`config.mk`:
```
export PLATFORM = sky130hd
export DESIGN_NAME = mmu_sv32_tlb
export DESIGN_NICKNAME = d
export VERILOG_FILES = /design/src/rtl/mmu_sv32_tlb.sv
export SDC_FILE = /design/constraint.sdc
export NUM_CORES = 1
export LEC_CHECK = 0
export BUFFER_PORTS_ARGS = -buffer_cell sky130_fd_sc_hd__buf_4
export CORE_ASPECT_RATIO = 0.9
export CORE_MARGIN = 1
export CORE_UTILIZATION = 60
export DETAILED_ROUTE_END_ITERATION = 7
export MAX_ROUTING_LAYER = met4
export PLACE_DENSITY = 0.88
export SLEW_MARGIN = 20
export SYNTH_ARGS = -nofsm -noshare
export SYNTH_HDL_FRONTEND = slang
export SYNTH_SLANG_ARGS = --single-unit
```
`constraint.sdc`:
```
create_clock -name CLK -period 6.9 [get_ports CLK]
set_input_delay 1.38 -clock CLK [delete_from_list [all_inputs] [get_ports CLK]]
set_output_delay 1.38 -clock CLK [all_outputs]
set_load 0.05 [all_outputs]
```
`src/rtl/mmu_sv32_tlb.sv`:
```
// Sv32 translation unit: fully-associative TLB in front of a two-level hardware page-table walker.
// Bare mode passes addresses through. Permission violations come back as page faults.
module mmu_sv32_tlb #(
  parameter int unsigned TLB_ENTRIES  = 4,
  parameter bit          SUPERPAGE_EN = 1'b1
) (
  input  logic        CLK,
  input  logic        RST,
  input  logic        SATP_MODE,
  input  logic [21:0] SATP_PPN,
  input  logic        FLUSH,
  input  logic        REQ_VALID,
  output logic        REQ_READY,
  input  logic [31:0] REQ_VADDR,
  input  logic [1:0]  REQ_ACC,
  output logic        RESP_VALID,
  output logic [31:0] RESP_PADDR,
  output logic        RESP_FAULT,
  output logic        MEM_TRANS_RDEN,
  output logic [31:0] MEM_TRANS_RIADDR,
  input  logic [31:0] MEM_TRANS_ROADDR,
  input  logic        MEM_TRANS_RVALID,
  input  logic [31:0] MEM_TRANS_RDATA
);

  localparam int unsigned IdxW = (TLB_ENTRIES > 1) ? $clog2(TLB_ENTRIES) : 1;

  typedef enum logic [2:0] {StIdle, StLookup, StWalk1, StWalk0, StResp} state_e;

  state_e      state_q;
  logic [31:0] vaddr_q;
  logic [1:0]  acc_q;
  logic        mode_q;
  logic [19:0] satp_ppn_q;   // bits above 19 only feed PA bits [33:32], which are dropped
  logic        rden_q;
  logic [31:0] riaddr_q;
  logic        resp_valid_q;
  logic [31:0] resp_paddr_q;
  logic        resp_fault_q;
  logic        drop_q;       // a flush hit this walk: respond but do not fill

  logic [TLB_ENTRIES-1:0] tlb_valid_q;
  logic [9:0]             tlb_vpn1_q [TLB_ENTRIES];
  logic [9:0]             tlb_vpn0_q [TLB_ENTRIES];
  logic [19:0]            tlb_ppn_q  [TLB_ENTRIES];
  logic [TLB_ENTRIES-1:0] tlb_super_q;
  logic [TLB_ENTRIES-1:0] tlb_r_q;
  logic [TLB_ENTRIES-1:0] tlb_w_q;
  logic [TLB_ENTRIES-1:0] tlb_x_q;
  logic [TLB_ENTRIES-1:0] tlb_a_q;
  logic [TLB_ENTRIES-1:0] tlb_d_q;
  logic [IdxW-1:0]        rr_q;

  // Required permission bit for the access type, plus A; stores also need D.
  function automatic logic perm_ok(input logic [1:0] acc, input logic r, input logic w,
                                   input logic x, input logic a, input logic d);
    case (acc)
      2'd0:    perm_ok = x & a;
      2'd2:    perm_ok = w & d & a;
      default: perm_ok = r & a;
    endcase
  endfunction

  logic        hit;
  logic        hit_perm;
  logic [31:0] hit_paddr;

  // Associative lookup; the first matching entry wins.
  always_comb begin
    hit       = 1'b0;
    hit_perm  = 1'b0;
    hit_paddr = '0;
    for (int unsigned i = 0; i < TLB_ENTRIES; i++) begin
      if (!hit && tlb_valid_q[i] && (tlb_vpn1_q[i] == vaddr_q[31:22]) &&
          (tlb_super_q[i] || (tlb_vpn0_q[i] == vaddr_q[21:12]))) begin
        hit       = 1'b1;
        hit_perm  = perm_ok(acc_q, tlb_r_q[i], tlb_w_q[i], tlb_x_q[i], tlb_a_q[i], tlb_d_q[i]);
        hit_paddr = tlb_super_q[i] ? {tlb_ppn_q[i][19:10], vaddr_q[21:0]}
                                   : {tlb_ppn_q[i], vaddr_q[11:0]};
      end
    end
  end

  logic        pte_take;
  logic        pte_v, pte_r, pte_w, pte_x, pte_a, pte_d;
  logic [21:0] pte_ppn;
  logic        pte_invalid;
  logic        pte_leaf;
  logic        super_ok;
  logic        walk_perm;
  logic        fill_en;
  logic [31:0] l1_addr;
  logic [31:0] l0_addr;

  // PTE decode, walk addresses and TLB fill decision.
  always_comb begin
    pte_take    = MEM_TRANS_RVALID && (MEM_TRANS_ROADDR == riaddr_q) &&
                  ((state_q == StWalk1) || (state_q == StWalk0));
    pte_v       = MEM_TRANS_RDATA[0];
    pte_r       = MEM_TRANS_RDATA[1];
    pte_w       = MEM_TRANS_RDATA[2];
    pte_x       = MEM_TRANS_RDATA[3];
    pte_a       = MEM_TRANS_RDATA[6];
    pte_d       = MEM_TRANS_RDATA[7];
    pte_ppn     = MEM_TRANS_RDATA[31:10];
    pte_invalid = !pte_v || (!pte_r && pte_w);
    pte_leaf    = pte_r || pte_x;
    super_ok    = SUPERPAGE_EN && (pte_ppn[9:0] == 10'd0);
    walk_perm   = perm_ok(acc_q, pte_r, pte_w, pte_x, pte_a, pte_d);
    // Sums are taken modulo 2^32, so only the low PPN bits matter.
    l1_addr     = {satp_ppn_q, 12'b0} + {20'b0, vaddr_q[31:22], 2'b0};
    l0_addr     = {pte_ppn[19:0], 12'b0} + {20'b0, vaddr_q[21:12], 2'b0};
    fill_en     = pte_take && !drop_q && !FLUSH && !pte_invalid && pte_leaf &&
                  ((state_q == StWalk0) || super_ok);
  end

  // Control FSM with registered response and memory-request outputs.
  always_ff @(posedge CLK or negedge RST) begin
    if (!RST) begin
      state_q      <= StIdle;
      vaddr_q      <= '0;
      acc_q        <= '0;
      mode_q       <= 1'b0;
      satp_ppn_q   <= '0;
      rden_q       <= 1'b0;
      riaddr_q     <= '0;
      resp_valid_q <= 1'b0;
      resp_paddr_q <= '0;
      resp_fault_q <= 1'b0;
      drop_q       <= 1'b0;
    end else begin
      resp_valid_q <= 1'b0;
      if (FLUSH && ((state_q == StWalk1) || (state_q == StWalk0))) drop_q <= 1'b1;
      unique case (state_q)
        StIdle: begin
          if (REQ_VALID) begin
            vaddr_q    <= REQ_VADDR;
            acc_q      <= REQ_ACC;
            mode_q     <= SATP_MODE;
            satp_ppn_q <= SATP_PPN[19:0];
            state_q    <= StLookup;
          end
        end
        StLookup: begin
          if (!mode_q) begin
            resp_valid_q <= 1'b1;
            resp_paddr_q <= vaddr_q;
            resp_fault_q <= 1'b0;
            state_q      <= StResp;
          end else if (hit) begin
            resp_valid_q <= 1'b1;
            resp_paddr_q <= hit_perm ? hit_paddr : 32'd0;
            resp_fault_q <= !hit_perm;
            state_q      <= StResp;
          end else begin
            rden_q   <= 1'b1;
            riaddr_q <= l1_addr;
            state_q  <= StWalk1;
          end
        end
        StWalk1: begin
          if (pte_take) begin
            if (!pte_invalid && !pte_leaf) begin
              riaddr_q <= l0_addr;
              state_q  <= StWalk0;
            end else begin
              rden_q       <= 1'b0;
              resp_valid_q <= 1'b1;
              state_q      <= StResp;
              if (pte_invalid || !super_ok || !walk_perm) begin
                resp_paddr_q <= '0;
                resp_fault_q <= 1'b1;
              end else begin
                resp_paddr_q <= {pte_ppn[19:10], vaddr_q[21:0]};
                resp_fault_q <= 1'b0;
              end
            end
          end
        end
        StWalk0: begin
          if (pte_take) begin
            rden_q       <= 1'b0;
            resp_valid_q <= 1'b1;
            state_q      <= StResp;
            if (pte_invalid || !pte_leaf || !walk_perm) begin
              resp_paddr_q <= '0;
              resp_fault_q <= 1'b1;
            end else begin
              resp_paddr_q <= {pte_ppn[19:0], vaddr_q[11:0]};
              resp_fault_q <= 1'b0;
            end
          end
        end
        StResp: begin
          drop_q  <= 1'b0;
          state_q <= StIdle;
        end
        default: state_q <= StIdle;
      endcase
    end
  end

  // Valid bits and replacement pointer; a flush overrides a same-edge fill.
  always_ff @(posedge CLK or negedge RST) begin
    if (!RST) begin
      tlb_valid_q <= '0;
      rr_q        <= '0;
    end else begin
      if (fill_en) begin
        tlb_valid_q[rr_q] <= 1'b1;
        rr_q              <= rr_q + 1'b1;
      end
      if (FLUSH) tlb_valid_q <= '0;
    end
  end

  // Entry payload, qualified by the valid bits so it needs no reset.
  always_ff @(posedge CLK) begin
    if (fill_en) begin
      tlb_vpn1_q[rr_q]  <= vaddr_q[31:22];
      tlb_vpn0_q[rr_q]  <= vaddr_q[21:12];
      tlb_ppn_q[rr_q]   <= pte_ppn[19:0];
      tlb_super_q[rr_q] <= (state_q == StWalk1);
      tlb_r_q[rr_q]     <= pte_r;
      tlb_w_q[rr_q]     <= pte_w;
      tlb_x_q[rr_q]     <= pte_x;
      tlb_a_q[rr_q]     <= pte_a;
      tlb_d_q[rr_q]     <= pte_d;
    end
  end

  // U/G/RSW bits and PPN bits above the 32-bit PA are intentionally ignored.
  logic unused_bits;
  assign unused_bits = ^{SATP_PPN[21:20], MEM_TRANS_RDATA[31:30], MEM_TRANS_RDATA[9:8],
                         MEM_TRANS_RDATA[5:4]};

  assign REQ_READY        = (state_q == StIdle);
  assign RESP_VALID       = resp_valid_q;
  assign RESP_PADDR       = resp_paddr_q;
  assign RESP_FAULT       = resp_fault_q;
  assign MEM_TRANS_RDEN   = rden_q;
  assign MEM_TRANS_RIADDR = riaddr_q;

endmodule

```
; Yosys cells after proc, flatten, opt, wreduce, memory -nomap -nowiden
; Memory sizes are Yosys's and may differ from the RTL's.
; Index checks and enable logic that the tools add are counted.
; W data, S select, Z words.
[op_classes]
n_addsub = 3
n_bitwise = 21
n_reduce_logical = 58
mux = 76
eq_ne = 22
order_cmp = 2
[ops]
columns = op, count
row1 = $mux W32, 16
row2 = $pmux W32 S3, 1
row3 = $mux W22, 4
row4 = $eq A10 B10 Y1, 8
row5 = $add A32 B12 Y32, 2
row6 = $pmux W32 S2, 1
row7 = $eq A32 B32 Y1, 1
row8 = $mux W1, 30
row9 = $bwmux W4, 6
row10 = $logic_and A1 B1 Y1, 22
row11 = $and A1 B1 Y1, 20
row12 = $mux W3, 6
row13 = $logic_not A1 Y1, 12
row14 = $logic_or A1 B1 Y1, 12
row15 = $ne A2 B2 Y1 const B, 6
row16 = $pmux W3 S4, 1
row17 = $logic_not A10 Y1, 1
row18 = $pmux W1 S2, 5
row19 = $reduce_and A5 Y1, 2
row20 = $pmux W1 S3, 3
row21 = $mux W4, 2
row22 = $eq A3 B2 Y1 const B, 2
row23 = $reduce_and A6 Y1, 1
row24 = $reduce_bool A2 Y1, 3
row25 = other kinds (15), 15
[totals]
input_bits = 126
output_inout_bits = 68
elab_cells = 204
ramBits = 160
reg_bits = 156
mem_count = 3
[memory_table]
columns = memory, depth, word_bits, rd, rd_clocked_by_memory_dff, write_ports, line_no
row1 = tlb_ppn_q, 4, 20, 4, 0, 1, 45  ; logic [19:0] tlb_ppn_q [TLB_ENTRIES];
row2 = tlb_vpn0_q, 4, 10, 4, 0, 1, 44  ; logic [9:0] tlb_vpn0_q [TLB_ENTRIES];
row3 = tlb_vpn1_q, 4, 10, 4, 0, 1, 43  ; logic [9:0] tlb_vpn1_q [TLB_ENTRIES];

; Depth between registers and ports, before layout
; Gate-level depths: netlist of run 1.
[depth]
ltp_word = 23
mapped_depth = 11
ltp_nobuf = 8

; Least setup slack after synthesis of run 1
; Ideal clock, no wire load.
[synth_path]
kind = input-to-reg
from = input port MEM_TRANS_ROADDR[28]
to = register tlb_a_q[0], enable pin
arrival_ps = 4014
setup_time_ps = 409
t_required_ps = 6491
n_path_buf = 1
cell_stages = 7
setup_slack_ps = 2477
path_cell_list = xor2_1 > nor4_1 > nand4_1 > nor4_1 > and3_1 > clkbuf_1 > and2_1
[synth_via]
elab_chain_len = 8
[synth_lines]
columns = element, line_no
row1 = from (decl), 21  ; input logic [31:0] MEM_TRANS_ROADDR,
row2 = $eq A32 B32 Y1, 97  ; pte_take = MEM_TRANS_RVALID && (MEM_TRANS_ROADDR == riaddr_q) &&
row3 = $logic_and A1 B1 Y1 (2 in series), 97
row4 = $logic_and A1 B1 Y1 (5 in series), 113  ; fill_en = pte_take && !drop_q && !FLUSH && !pte_invalid && pte_leaf &&
row5 = "to (signal, indexed assignment)", 227  ; tlb_a_q[rr_q] <= pte_a;
row6 = to (decl), 50  ; logic [TLB_ENTRIES-1:0] tlb_a_q;
; Every way passes these cells.
; A chain may end at the register's enable or synchronous reset.

; Final worst setup path of run 1
[layout_path]
from = register vaddr_q[21]
to = register resp_paddr_q[5], in the netlist RESP_PADDR[5]
[layout_via]
elab_chain_len = 23
elab_cells_between_ends = 39
cone_classes = 5 x eq/ne / 16 x mux / 18 x reduce/logical
[layout_lines]
columns = element, line_no
row1 = from (decl), 31  ; logic [31:0] vaddr_q;
row2 = from (signal assigned), 121  ; vaddr_q <= '0;
row3 = from (signal assigned), 137  ; vaddr_q <= REQ_VADDR;
row4 = $eq A10 B10 Y1, 75  ; (tlb_super_q[i] || (tlb_vpn0_q[i] == vaddr_q[21:12]))) begin
row5 = $logic_or A1 B1 Y1, 75
row6 = $logic_and A1 B1 Y1, 74  ; if (!hit && tlb_valid_q[i] && (tlb_vpn1_q[i] == vaddr_q[31:22]) &&
row7 = $mux W1, 74
row8 = $logic_not A1 Y1, 74
row9 = $logic_and A1 B1 Y1 (3 in series), 74
row10 = $mux W1, 74
row11 = $logic_not A1 Y1, 74
row12 = $logic_and A1 B1 Y1 (3 in series), 74
row13 = $mux W1, 74
row14 = $logic_not A1 Y1, 74
row15 = $logic_and A1 B1 Y1 (3 in series), 74
row16 = $mux W32 or $mux W1 (tied branches), 74
row17 = $mux W32, 152  ; resp_paddr_q <= hit_perm ? hit_paddr : 32'd0;
row18 = $mux W32, 150  ; end else if (hit) begin
row19 = $mux W32, 145  ; if (!mode_q) begin
row20 = $pmux W32 S3, 134  ; unique case (state_q)
row21 = to (signal assigned), 147  ; resp_paddr_q <= vaddr_q;
row22 = to (signal assigned), 152
row23 = to (signal assigned), 174  ; resp_paddr_q <= {pte_ppn[19:10], vaddr_q[21:0]};
row24 = to (decl), 38  ; logic [31:0] resp_paddr_q;
; Parallel ways exist; a longest one is shown, timed or not. The select of a mux whose other input is x is not followed.

==> impl_results.md, run 1 <==
* Synth Area in Compound Gates at 0.0799
* Area of the die at 0.0239 mm^2
* Post-Route WL at 34.9 mm
* Starting Density at 0.616
* Die W at 163 um
* Slew margin rel. at 0.271
* First-pass GRT wire length at 53.5 mm
* Critical-path top delay cell: dfrtp_1
* P_int at 3.04 mW
* Post-synthesis mux area share at 0.120
* Chip height at 147 um
* Crit path kind: register to register
* Slew @ Worst Pin at 1.09 ns
* Minimum clock period after layout at 4.20 ns
* Hold Vio Cnt, Final at 0
* Crit-path max FO at 21
* Number of global-route vias before repair at 9,503
* Max incr delay on CP at 0.80 ns
* Core Area at 0.0227 mm^2
* Routed via count at 9,370
* Top cells by count, synth: edfxtp_1 (184), dfrtp_1 (130), mux2i_1 (94)
* Simple-gate share of the synthesized area at 0.0707
* Hold depth at 1
* CP startpoint kind: register
* Design area at 0.0166 mm^2
* Post-synth EDFFs at 184
* RSZ-0062 raised after global routing: no
* Clk_skew at 0.0131 ns
* Fmax at 0.238 GHz
* Pin count of the biggest net entering global routing at 83
* Fin nets at 1,308
* Cts repair resizes at 0
* Worst skew pair latency at 0.55 ns
* Crit-path cells: xor2_1 > nor4_2 > a41oi_2 > nor2_1 > or3b_4 > o221ai_4 > o21ai_2 > a21oi_1
* Starting DRC count in detailed routing at 766
* Final TNS setup at 0 ns
* Clock power frac at 0.448
* Max cap viols at 0
* CTS tree: yes
* DRT Pass-1 Iters at 5
* Hold Buf Count CTS at 0
* Clock buffer count from CTS at 30
* Most common cell in the netlist: edfxtp_1
* Final ANT Viol Nets at 0
* Combinational Power Share at 0.028
* GP Congestion at 0.861
* Top post-synthesis cells by area: edfxtp_1 (39%), dfrtp_1 (23%), mux2i_1 (6.7%)
* Syn Inst Count at 1,014
* DP HPWL at 22.2 mm
* Final period utilization at 0.609
* Total global-route track usage at 0.305
* Wire per inst at 23.3 um
* Worst path required time at 7.29 ns
* PwrDens at 228 mW/mm^2
* Largest family of logic cells by synthesized area: multiplexers
* Seq/Total Area, Yosys at 0.627
* Reg clk slew, reported paths at 0.06 ns
* Ports at 194
* Avg Cell Area, Syn at 13.8 um^2
* CP arrival at 4.59 ns
* Maximum clock insertion buffer count at 3
* Synth async-reset ratio at 0.414
* Total congestion overflow at 0
* Yosys top cell by area: edfxtp_1
* Lkg Pwr at 7.21 nW
* Worst R2R Path Depth at 8
* Worst VDD drop at 0.000147 V
* Status: complete, no violations
* Max-slew violations at 0
* CTS sink cnt at 314
* Synthesized area at 0.0140 mm^2
* Initial antenna violation count at 1
* Remaining DRCs at 0
* Htree depth at 1
* Synth warn at 0
* Post-synthesis sequential element count at 314
* Element type at the critical path end: register
* Site Rows at 52
* Clk root buf: clkbuf_16
* Worst min-delay path class: register to register
* Area grow syn2layout at 18.5%
* Post-synth top area share at 0.395
* Unique cell type count in the Yosys netlist at 54
* Net Sw Frac at 0.197
* Synth Area in XOR/XNOR at 0.0695
* Cell Area, Placed at 0.0156 mm^2
* P_sw at 747 uW
* Layout cells sized above 1 at 0.284
* Post-CTS Setup Inserts at 0
* # setup viols final at 0
* Vias/cell at 6.25
* Adder and majority gate portion of the synthesized area at 0.00358
* Synth Flop Type: edfxtp_1
* Part of the power in registers at 0.524
* I/O Buffers at 183
worst max-delay path, delay by kind of cell, from the launching register on:
| kind | cells | cell delay [ns] |
|---|---|---|
| AND/OR/NAND/NOR | 3 | 1.66 |
| XOR/XNOR | 1 | 0.20 |
| flip-flops | 1 | 0.80 |
| AO/OA/AOI/OAI | 4 | 1.36 |
metrics by stage:
stage                      util  worst slack, ns  total power [mW]  hold WS (ns)  instances
final                     0.731             2.70              3.78         0.507       1500
after global routing      0.731             2.47              3.87         0.520       1500
after CTS                 0.730             2.75              3.79         0.510       1499
after detailed placement  0.685             2.52              2.13         0.496       1443
after global placement    0.685             2.39              2.13         0.479       1443
after floorplan               -             2.48              2.04         0.466       1015
sequential cells by signal (all words and copies together) (netlist names), 3 cells and up:
signal            cells
MEM_TRANS_RIADDR     30
RESP_PADDR           32
satp_ppn_q           20
state_q               3
tlb_a_q               4
tlb_d_q               4
tlb_ppn_q            80
tlb_r_q               4
tlb_super_q           4
tlb_valid_q           4
tlb_vpn0_q           40
tlb_vpn1_q           40
tlb_w_q               4
tlb_x_q               4
vaddr_q              32
layout make-up:
cell class | instances | area (um^2)
diodes | 1 | 2.50
multi-input cells | 624 | 4870
clock buffers | 33 | 783
clock inverters | 23 | 241
inverters | 7 | 26.3
well taps | 297 | 372
flip-flops and latches | 314 | 8780
fillers | 1413 | 6120
repair buffers | 201 | 1510
cell usage in the layout, fill, tap and decap left out, types with 3 or more instances in the layout:
| cell type | instances |
|---|---|
| mux2i_1 | 94 |
| inv_1 | 7 |
| nor2b_1 | 5 |
| nand4_1 | 12 |
| a41o_1 | 4 |
| xor2_1 | 54 |
| nor2_1 | 60 |
| o21ai_0 | 6 |
| ha_1 | 4 |
| a21o_1 | 10 |
| mux2_2 | 66 |
| nor4_1 | 15 |
| bufinv_16 | 5 |
| clkbuf_16 | 31 |
| o211ai_2 | 5 |
| xnor2_1 | 57 |
| nand2_1 | 42 |
| clkinv_1 | 6 |
| a221o_1 | 19 |
| and2_1 | 10 |
| buf_4 | 200 |
| and2_2 | 3 |
| o211ai_1 | 16 |
| nand3_1 | 6 |
| a21oi_1 | 48 |
| edfxtp_1 | 184 |
| clkinv_2 | 9 |
| and3_1 | 11 |
| o221ai_1 | 9 |
| dfrtp_1 | 130 |
| nor3_1 | 9 |
| a31oi_1 | 26 |
per-layer routing:
| metal | vias to the layer above | GRT usage | wire length (um) |
|---|---|---|---|
| li1 | 4069 | - | - |
| met3 | 85 | 0.0666 | 3710 |
| met5 | - | - | 0 |
| met1 | 4624 | 0.396 | 13200 |
| met4 | 0 | 0.102 | 994 |
| met2 | 592 | 0.479 | 17000 |
cells by family after synthesis:
group                    Yosys count
buffers and inverters             77
multiplexers                     160
XOR/XNOR                         111
adder cells (fa/ha/maj)            4
AND/OR/NAND/NOR                  192
AO/OA/AOI/OAI                    155
other                              1
flip-flops                       314
power groups by stage:
stage               Combinational (mW)  Clock [mW]  Sequential, mW
floorplan                       0.0163           0            2.02
global placement                 0.105           0            2.02
detailed placement               0.107           0            2.02
CTS                              0.108        1.70            1.98
global route                     0.116        1.78            1.98
finish                           0.108        1.69            1.98
path summary, 6_finish.rpt:
check | startpoint | to | slack [ns]
max | vaddr_q[21] | RESP_PADDR[5] | 2.70
min | satp_ppn_q[1] | satp_ppn_q[1] | 0.51
max reg2reg | vaddr_q[21] | RESP_PADDR[5] | 2.70
min reg2reg | satp_ppn_q[1] | satp_ppn_q[1] | 0.51
max in group asynchronous | RST | RESP_PADDR[11] | 4.85
min in group asynchronous | RST | vaddr_q[29] | 0.87
(Power assumes the default switching activity.)
==> inputs of run 2 (changes only) <==
Settings changed: ABC_AREA from default to 1, CORE_UTILIZATION 60 to 53, PLACE_DENSITY 0.88 to 0.82.
Clock period 6.9 ns to 3.7 ns, I/O delays scaled along.
==> impl_results.md, run 2 <==
* CP arrival at 3.83 ns (-0.76 ns)
* Post-synth top area share at 0.373 (-0.0222)
* Clock power frac at 0.235 (-0.213)
* Worst Setup Slack, final at 0.385 ns (-2.31 ns)
* Status: complete, no violations
* Slew @ Worst Pin at 1.01 ns (-0.0836 ns)
* Syn Inst Count at 1,539 (+52%)
* Avg Cell Area, Syn at 9.64 um^2 (-30%)
* Net Sw Frac at 0.413 (+0.215)
* Max FFs per register at 80 (unchanged)
* CTS sink cnt at 314 (unchanged)
* Total congestion overflow at 0 (unchanged)
* Core Area at 0.0272 mm^2 (+20%)
* PwrDens at 776 mW/mm^2 (+240%)
* Max-slew violations at 0 (unchanged)
* Worst min-delay path class: input port to asynchronous set/reset pin
* Most common cell in the netlist: nand2_1
* Fmax at 0.302 GHz (+27%)
* Synthesized area at 0.0148 mm^2 (+6.0%)
* Area grow syn2layout at 18.7%
* Worst VDD drop at 0.000685 V (+370%)
* Worst path required time at 4.21 ns (-3.08 ns)
* Synth Flop Type: edfxtp_1
* Slew margin rel. at 0.326 (+0.0558)
* Cts repair resizes at 0 (unchanged)
* CP Buf/Inv Count at 3 (+3)
* Crit-path cells: inv_2 > nand2_1 > nand2_1 > nor2_1 > nand3_1 > nor2_1 > nor2_2 > nor2_4 > nor2_4 > nand2_4 > inv_4 > nand2_2 > nand2_2 > nor2_4 > buf_12 > nand2_1 > nand2_1 > nand2_1 > nand2_1
* Hold Buf Count CTS at 0 (unchanged)
* Most common cell after layout, fill and taps aside: nand2_1
* Pin count of the biggest net entering global routing at 83 (unchanged)
* Worst skew pair latency at 0.57 ns (+0.02 ns)
* Top Registers: tlb_ppn_q: 80 flops, tlb_vpn0_q: 40 flops, tlb_vpn1_q: 40 flops
* Chip height at 161 um (+9.4%)
* Post-synthesis sequential element count at 314 (unchanged)
* Reg clk slew, reported paths at 0.06 ns (about the same)
* Area of the die at 0.0287 mm^2 (+20%)
* Most frequent cells in the layout: nand2_1 (402), buf_4 (202), edfxtp_1 (184)
* Synth warn at 0 (unchanged)
* Vias/cell at 5.73 (-8.3%)
* Number of global-route vias before repair at 11,500 (+21%)
* Seq/Total Area, Yosys at 0.592 (-0.0353)
* Crit-path max FO at 24 (+14%)
* # setup viols final at 0 (unchanged)
* Site Rows at 57 (+9.6%)
* Htree depth at 1 (unchanged)
* I/O Buffers at 183 (unchanged)
* Synth async-reset ratio at 0.414 (unchanged)
* Clk_skew at 0.0122 ns (-0.000895 ns)
* Element type at the critical path end: register
* Cell Area, Placed at 0.0166 mm^2 (+6.5%)
* Starting Density at 0.544 (-0.0720)
* Final TNS setup at 0 ns (unchanged)
* Worst hold slack at 0.220 ns (-0.287 ns)
* First-pass GRT wire length at 63.8 mm (+19%)
* Design area at 0.0176 mm^2 (+6.2%)
* Starting DRC count in detailed routing at 1,483 (+94%)
* Clock buffer count from CTS at 31 (+3.3%)
* CTS tree: yes
* CP dominant cell by count: nand2_1
* Setup WS pre-CTS at 0.537 ns (-1.98 ns)
* Die W at 178 um (+9.4%)
* Final period utilization at 0.896 (+0.287)
* Total global-route track usage at 0.298 (-0.00696)
* CP startpoint kind: register
* P_int at 8.03 mW (+160%)
* DP HPWL at 27.7 mm (+25%)
* Yosys top cell by area: edfxtp_1
* GP Congestion at 0.897 (+4.2%)
* Largest register by flop count: tlb_ppn_q
* Critical-path top delay cell: dfrtp_1
* Top cells by count, synth: nand2_1 (404), edfxtp_1 (184), dfrtp_1 (130)
* Max incr delay on CP at 0.66 ns (-0.14 ns)
* Part of the power in registers at 0.389 (-0.135)
* Minimum clock period after layout at 3.32 ns (-0.888 ns)
* P_sw at 5.64 mW (+650%)
* Combinational Power Share at 0.376 (+0.348)
* Kind of cell adding the most delay to the critical path: simple AND/OR/NAND/NOR gates
* N_diodes at 0 (-1)
* Initial antenna violation count at 0 (-1)
* Post-synth EDFFs at 184 (unchanged)
* RSZ-0062 raised after global routing: no
* Fin nets at 1,840 (+41%)
* Remaining DRCs at 0 (unchanged)
* Wire per inst at 19.4 um (-17%)
* Top post-synthesis cells by area: edfxtp_1 (37%), dfrtp_1 (22%), nand2_1 (10%)
* Layout cells sized above 1 at 0.194 (-0.0900)
* Unique cell type count in the Yosys netlist at 49 (-9.3%)
* Clk root buf: clkbuf_16
* Max cap viols at 0 (unchanged)
* Lkg Pwr at 7.65 nW (+6.1%)
* Post-CTS Setup Inserts at 0 (unchanged)
* Final ANT Viol Nets at 0 (unchanged)
* Crit path kind: register to register
* Post-Route WL at 40.6 mm (+16%)
* Hold Vio Cnt, Final at 0 (unchanged)
* Ports at 194 (unchanged)
* Maximum clock insertion buffer count at 3 (unchanged)
* Routed via count at 12,000 (+28%)
* DRT Pass-1 Iters at 6 (+1)
run 2: cell count changes in the layout (fill, tap and decap cells not counted), moves of 24 or more:
cell     previous run  this run
mux2i_1            94        20
mux2_2             66        33
a31oi_1            26         1
o21ai_1             0        24
nor2_1             60       127
xor2_1             54        16
inv_1               7        98
nand3_1             6       108
o21ai_0             6        66
a21oi_1            48        98
nand2_1            42       402
run 2: area by class of cell:
cell class,count,area (um^2)
fill,2059,9630
timing repair buffer,209,1650
clock buffer,41,833
sequential,314,8780
clock inverter,17,198
multi-input combinational,1031,5240
inverter,123,467
tap,354,443
run 2: worst paths after layout:
| check | start | endpoint | slack, ns | cells past startpoint |
|---|---|---|---|---|
| worst max-delay path | vaddr_q[17] | RESP_PADDR[31] | 0.38 | 19 |
| worst min-delay path | RST | satp_ppn_q[17] | 0.22 | 1 |
| worst max register to register | vaddr_q[17] | RESP_PADDR[31] | 0.38 | 19 |
| worst min register to register | RESP_PADDR[25] | RESP_PADDR[25] | 0.49 | 2 |
| max in group asynchronous | RST | vaddr_q[23] | 2.65 | 2 |
| min in group CLK | MEM_TRANS_RDATA[7] | tlb_d_q[3] | 0.38 | 1 |
run 2: per-layer routing:
| metal | track usage | routed length, um | up-vias |
|---|---|---|---|
| li1 | - | - | 5481 |
| met1 | 0.412 | 16600 | 5745 |
| met2 | 0.455 | 19100 | 651 |
| met3 | 0.0426 | 3620 | 91 |
| met4 | 0.0982 | 1240 | 0 |
| met5 | - | 0 | - |
run 2: logic make-up after synthesis:
logic type / share of synthesized area
simple gates: 0.202
fa+ha+maj: 0.00337
buf+inv: 0.0564
mux: 0.0386
flops: 0.592
xor+xnor: 0.0337
compound gates: 0.0742
other cells: 0.000253
run 2: power groups by stage:
stage | clock [mW] | sequential, mW | combinational [mW]
6_report | 3.21 | 5.32 | 5.14
2_1_floorplan | 0 | 6.15 | 2.50
4_1_cts | 3.23 | 5.30 | 5.10
3_3_place_gp | 0 | 5.32 | 4.96
5_1_grt | 3.36 | 5.39 | 5.55
3_5_place_dp | 0 | 5.36 | 5.07
run 2: through the flow:
stage | power [mW] | utilization | std cells
finish | 13.7 | 0.646 | 2089
global route | 14.3 | 0.646 | 2089
CTS | 13.6 | 0.646 | 2089
detailed placement | 10.4 | 0.609 | 2031
global placement | 10.3 | 0.609 | 2031
floorplan | 8.65 | - | 1540
run 2: worst register-to-register path, stage by stage, from the launching register on:
cell and delay (ns):
dfrtp_1 0.66, inv_2 0.23, nand2_1 0.10, nand2_1 0.06, nor2_1 0.10, nand3_1 0.09
nor2_1 0.23, nor2_2 0.09, nor2_4 0.23, nor2_4 0.09, nand2_4 0.24, inv_4 0.17
nand2_2 0.10, nand2_2 0.10, nor2_4 0.29, buf_12 0.19, nand2_1 0.07, nand2_1 0.07
nand2_1 0.09, nand2_1 0.07
==> inputs of run 3 (changes only) <==
Settings changed: CORE_UTILIZATION 53 to 54, CTS_BUF_LIST from default to sky130_fd_sc_hd__clkbuf_4 sky130_fd_sc_hd__clkbuf_8, PLACE_DENSITY 0.82 to 0.83.
==> impl_results.md, run 3 (same netlist as run 2, synthesis figures left out) <==
* Slew @ Worst Pin at 0.930 ns (-0.0807 ns)
* Final period utilization at 0.877 (-0.0190)
* Status: complete, no violations
* Worst path required time at 4.15 ns (-0.06 ns)
* Max incr delay on CP at 0.70 ns (+0.04 ns)
* Final TNS setup at 0 ns (unchanged)
* Most common cell after layout, fill and taps aside: nand2_1
* Filler Cell Count at 2,080 (+1.0%)
* Remaining DRCs at 0 (unchanged)
* I/O Buffers at 183 (unchanged)
* # setup viols final at 0 (unchanged)
* Kind of cell adding the most delay to the critical path: simple AND/OR/NAND/NOR gates
* Minimum clock period after layout at 3.24 ns (-0.0702 ns)
* CP Buf/Inv Count at 2 (-1)
* Non-Filler Instances at 2,123 (+1.6%)
* Layout cells sized above 1 at 0.214 (+0.0201)
* Area of the die at 0.0281 mm^2 (-1.8%)
* Critical-path top delay cell: dfrtp_1
* Slew margin rel. at 0.380 (+0.0538)
* Placed Cells incl. Taps at 2,031 (unchanged)
* Clk_skew at 0.0193 ns (+0.00714 ns)
* Post-CTS Setup Inserts at 0 (unchanged)
* Hold Buf Count CTS at 0 (unchanged)
* Total global-route track usage at 0.310 (+0.0123)
* Fmax at 0.308 GHz (+2.2%)
* Initial antenna violation count at 1 (+1)
* Max-slew violations at 0 (unchanged)
* GP Congestion at 0.908 (+1.2%)
* Crit-path max FO at 53 (+120%)
* Worst min-delay path class: input port to asynchronous set/reset pin
* CP dominant cell by count: nand2_1
* CTS tree: yes
* CTS sink cnt at 314 (unchanged)
* Most frequent cells in the layout: nand2_1 (402), buf_4 (202), edfxtp_1 (184)
* Crit-path cells: inv_2 > nand2_1 > nand2_1 > nand2_1 > nor2_1 > nand3_1 > nand2_2 > nand2_4 > nand2_2 > nor2_4 > nand2_1 > nand2_2 > nand2_4 > inv_4 > a21oi_1 > nand2_1 > nand2_1
* Hold Vio Cnt, Final at 0 (unchanged)
* Ports at 194 (unchanged)
* Critical Path Start: vaddr_q[18]
* Core Area at 0.0270 mm^2 (-1.0%)
* Total congestion overflow at 0 (unchanged)
* DP HPWL at 27.9 mm (+0.88%)
* Top Registers: tlb_ppn_q: 80 flops, tlb_vpn0_q: 40 flops, tlb_vpn1_q: 40 flops
* Design area at 0.0177 mm^2 (+0.23%)
* Die W at 177 um (-0.92%)
* Total design power at 13.7 mW (about the same)
* Post-Route WL at 41.6 mm (+2.5%)
* First-pass GRT wire length at 64.7 mm (+1.3%)
* Vias/cell at 5.68 (-0.77%)
* Max cap viols at 0 (unchanged)
* Clock buffer count from CTS at 49 (+58%)
* Htree depth at 2 (+1)
* Routed via count at 12,100 (+0.84%)
* Cts repair resizes at 0 (unchanged)
* Worst VDD drop at 0.000640 V (-6.6%)
* Reg clk slew, reported paths at 0.06 ns (about the same)
* Site Rows at 57 (unchanged)
* Wire per inst at 19.6 um (+0.86%)
* Pin count of the biggest net entering global routing at 85 (+2.4%)
* Fin nets at 1,858 (+0.98%)
* CP startpoint kind: register
* Worst hold slack at 0.211 ns (-0.00844 ns)
* Lkg Pwr at 7.72 nW (+0.86%)
* Chip height at 159 um (-0.92%)
* Maximum clock insertion buffer count at 3 (unchanged)
* Worst skew pair latency at 0.58 ns (about the same)
* Largest register by flop count: tlb_ppn_q
* PwrDens at 773 mW/mm^2 (-0.31%)
* Element type at the critical path end: register
* CP arrival at 3.69 ns (-0.14 ns)
* Final ANT Viol Nets at 0 (unchanged)
* Starting Density at 0.550 (+0.00576)
* Worst r2r src: vaddr_q[18]
* Cell Area, Placed at 0.0166 mm^2 (unchanged)
* Number of global-route vias before repair at 11,900 (+3.3%)
* DRT Pass-1 Iters at 6 (unchanged)
* RSZ-0062 raised after global routing: no
* Clk root buf: clkbuf_8
* Area grow syn2layout at 19.0%
* Crit path kind: register to register
* Starting DRC count in detailed routing at 1,389 (-6.3%)
* Max FFs per register at 80 (unchanged)
==> run 3: changes by cell type in the layout (fill, tap and decap cells not counted), moves of 2 or more <==
cell | before | now
clkbuf_1 | 8 | 0
clkinv_2 | 7 | 5
bufinv_16 | 4 | 2
clkbuf_8 | 2 | 58
clkbuf_16 | 31 | 0
clkbuf_4 | 0 | 22
==> run 3: final cells by class <==
type	instances	area, um^2	area share
multi-input cells	1031	5240	0.297
well taps	354	443	0.0251
flip-flops and latches	314	8780	0.497
diodes	1	2.50	0.000142
clock buffers	80	963	0.0546
repair buffers	209	1650	0.0934
inverters	123	467	0.0264
clock inverters	11	105	0.00595
==> run 3: worst paths after layout <==
kind                                        end  slack (ns)  cells past startpoint
hold / removal             MEM_TRANS_RIADDR[25]        0.21                      1
max in group asynchronous         satp_ppn_q[1]        2.69                      2
setup / recovery                 RESP_PADDR[12]        0.46                     17
setup reg to reg                 RESP_PADDR[12]        0.46                     17
hold reg to reg                  RESP_PADDR[26]        0.49                      2
min in group CLK                 tlb_valid_q[1]        0.38                      2
==> run 3: worst reg2reg max path: stages (launching register included) <==
cell and delay (ns):
dfrtp_1 0.70, inv_2 0.20, nand2_1 0.11, nand2_1 0.05, nand2_1 0.06, nor2_1 0.05, nand3_1 0.10, nand2_2 0.08
nand2_4 0.24, nand2_2 0.13, nor2_4 0.14, nand2_1 0.09, nand2_2 0.12, nand2_4 0.16, inv_4 0.50, a21oi_1 0.11
nand2_1 0.21, nand2_1 0.07
==> run 3: routing by layer <==
layer  wire length, um  GRT usage  up-vias
met5                 0          -        -
met4              1250      0.108        0
met3              4360     0.0568      108
met2             19700      0.485      712
met1             16200      0.408     5737
li1                  -          -     5512
==> run 3: power breakdown <==
| group | internal (mW) | switching (mW) |
|---|---|---|
| clock | 1.79 | 1.37 |
| sequential | 4.49 | 0.809 |
| combinational | 1.68 | 3.52 |
| total | 7.96 | 5.69 |
==> run 3: through the flow <==
stage           util  setup WS (ns)
6_report       0.655          0.455
5_1_grt        0.655          0.249
4_1_cts        0.655          0.533
3_5_place_dp   0.615          0.548
3_3_place_gp   0.615          0.600
2_1_floorplan      -          0.490
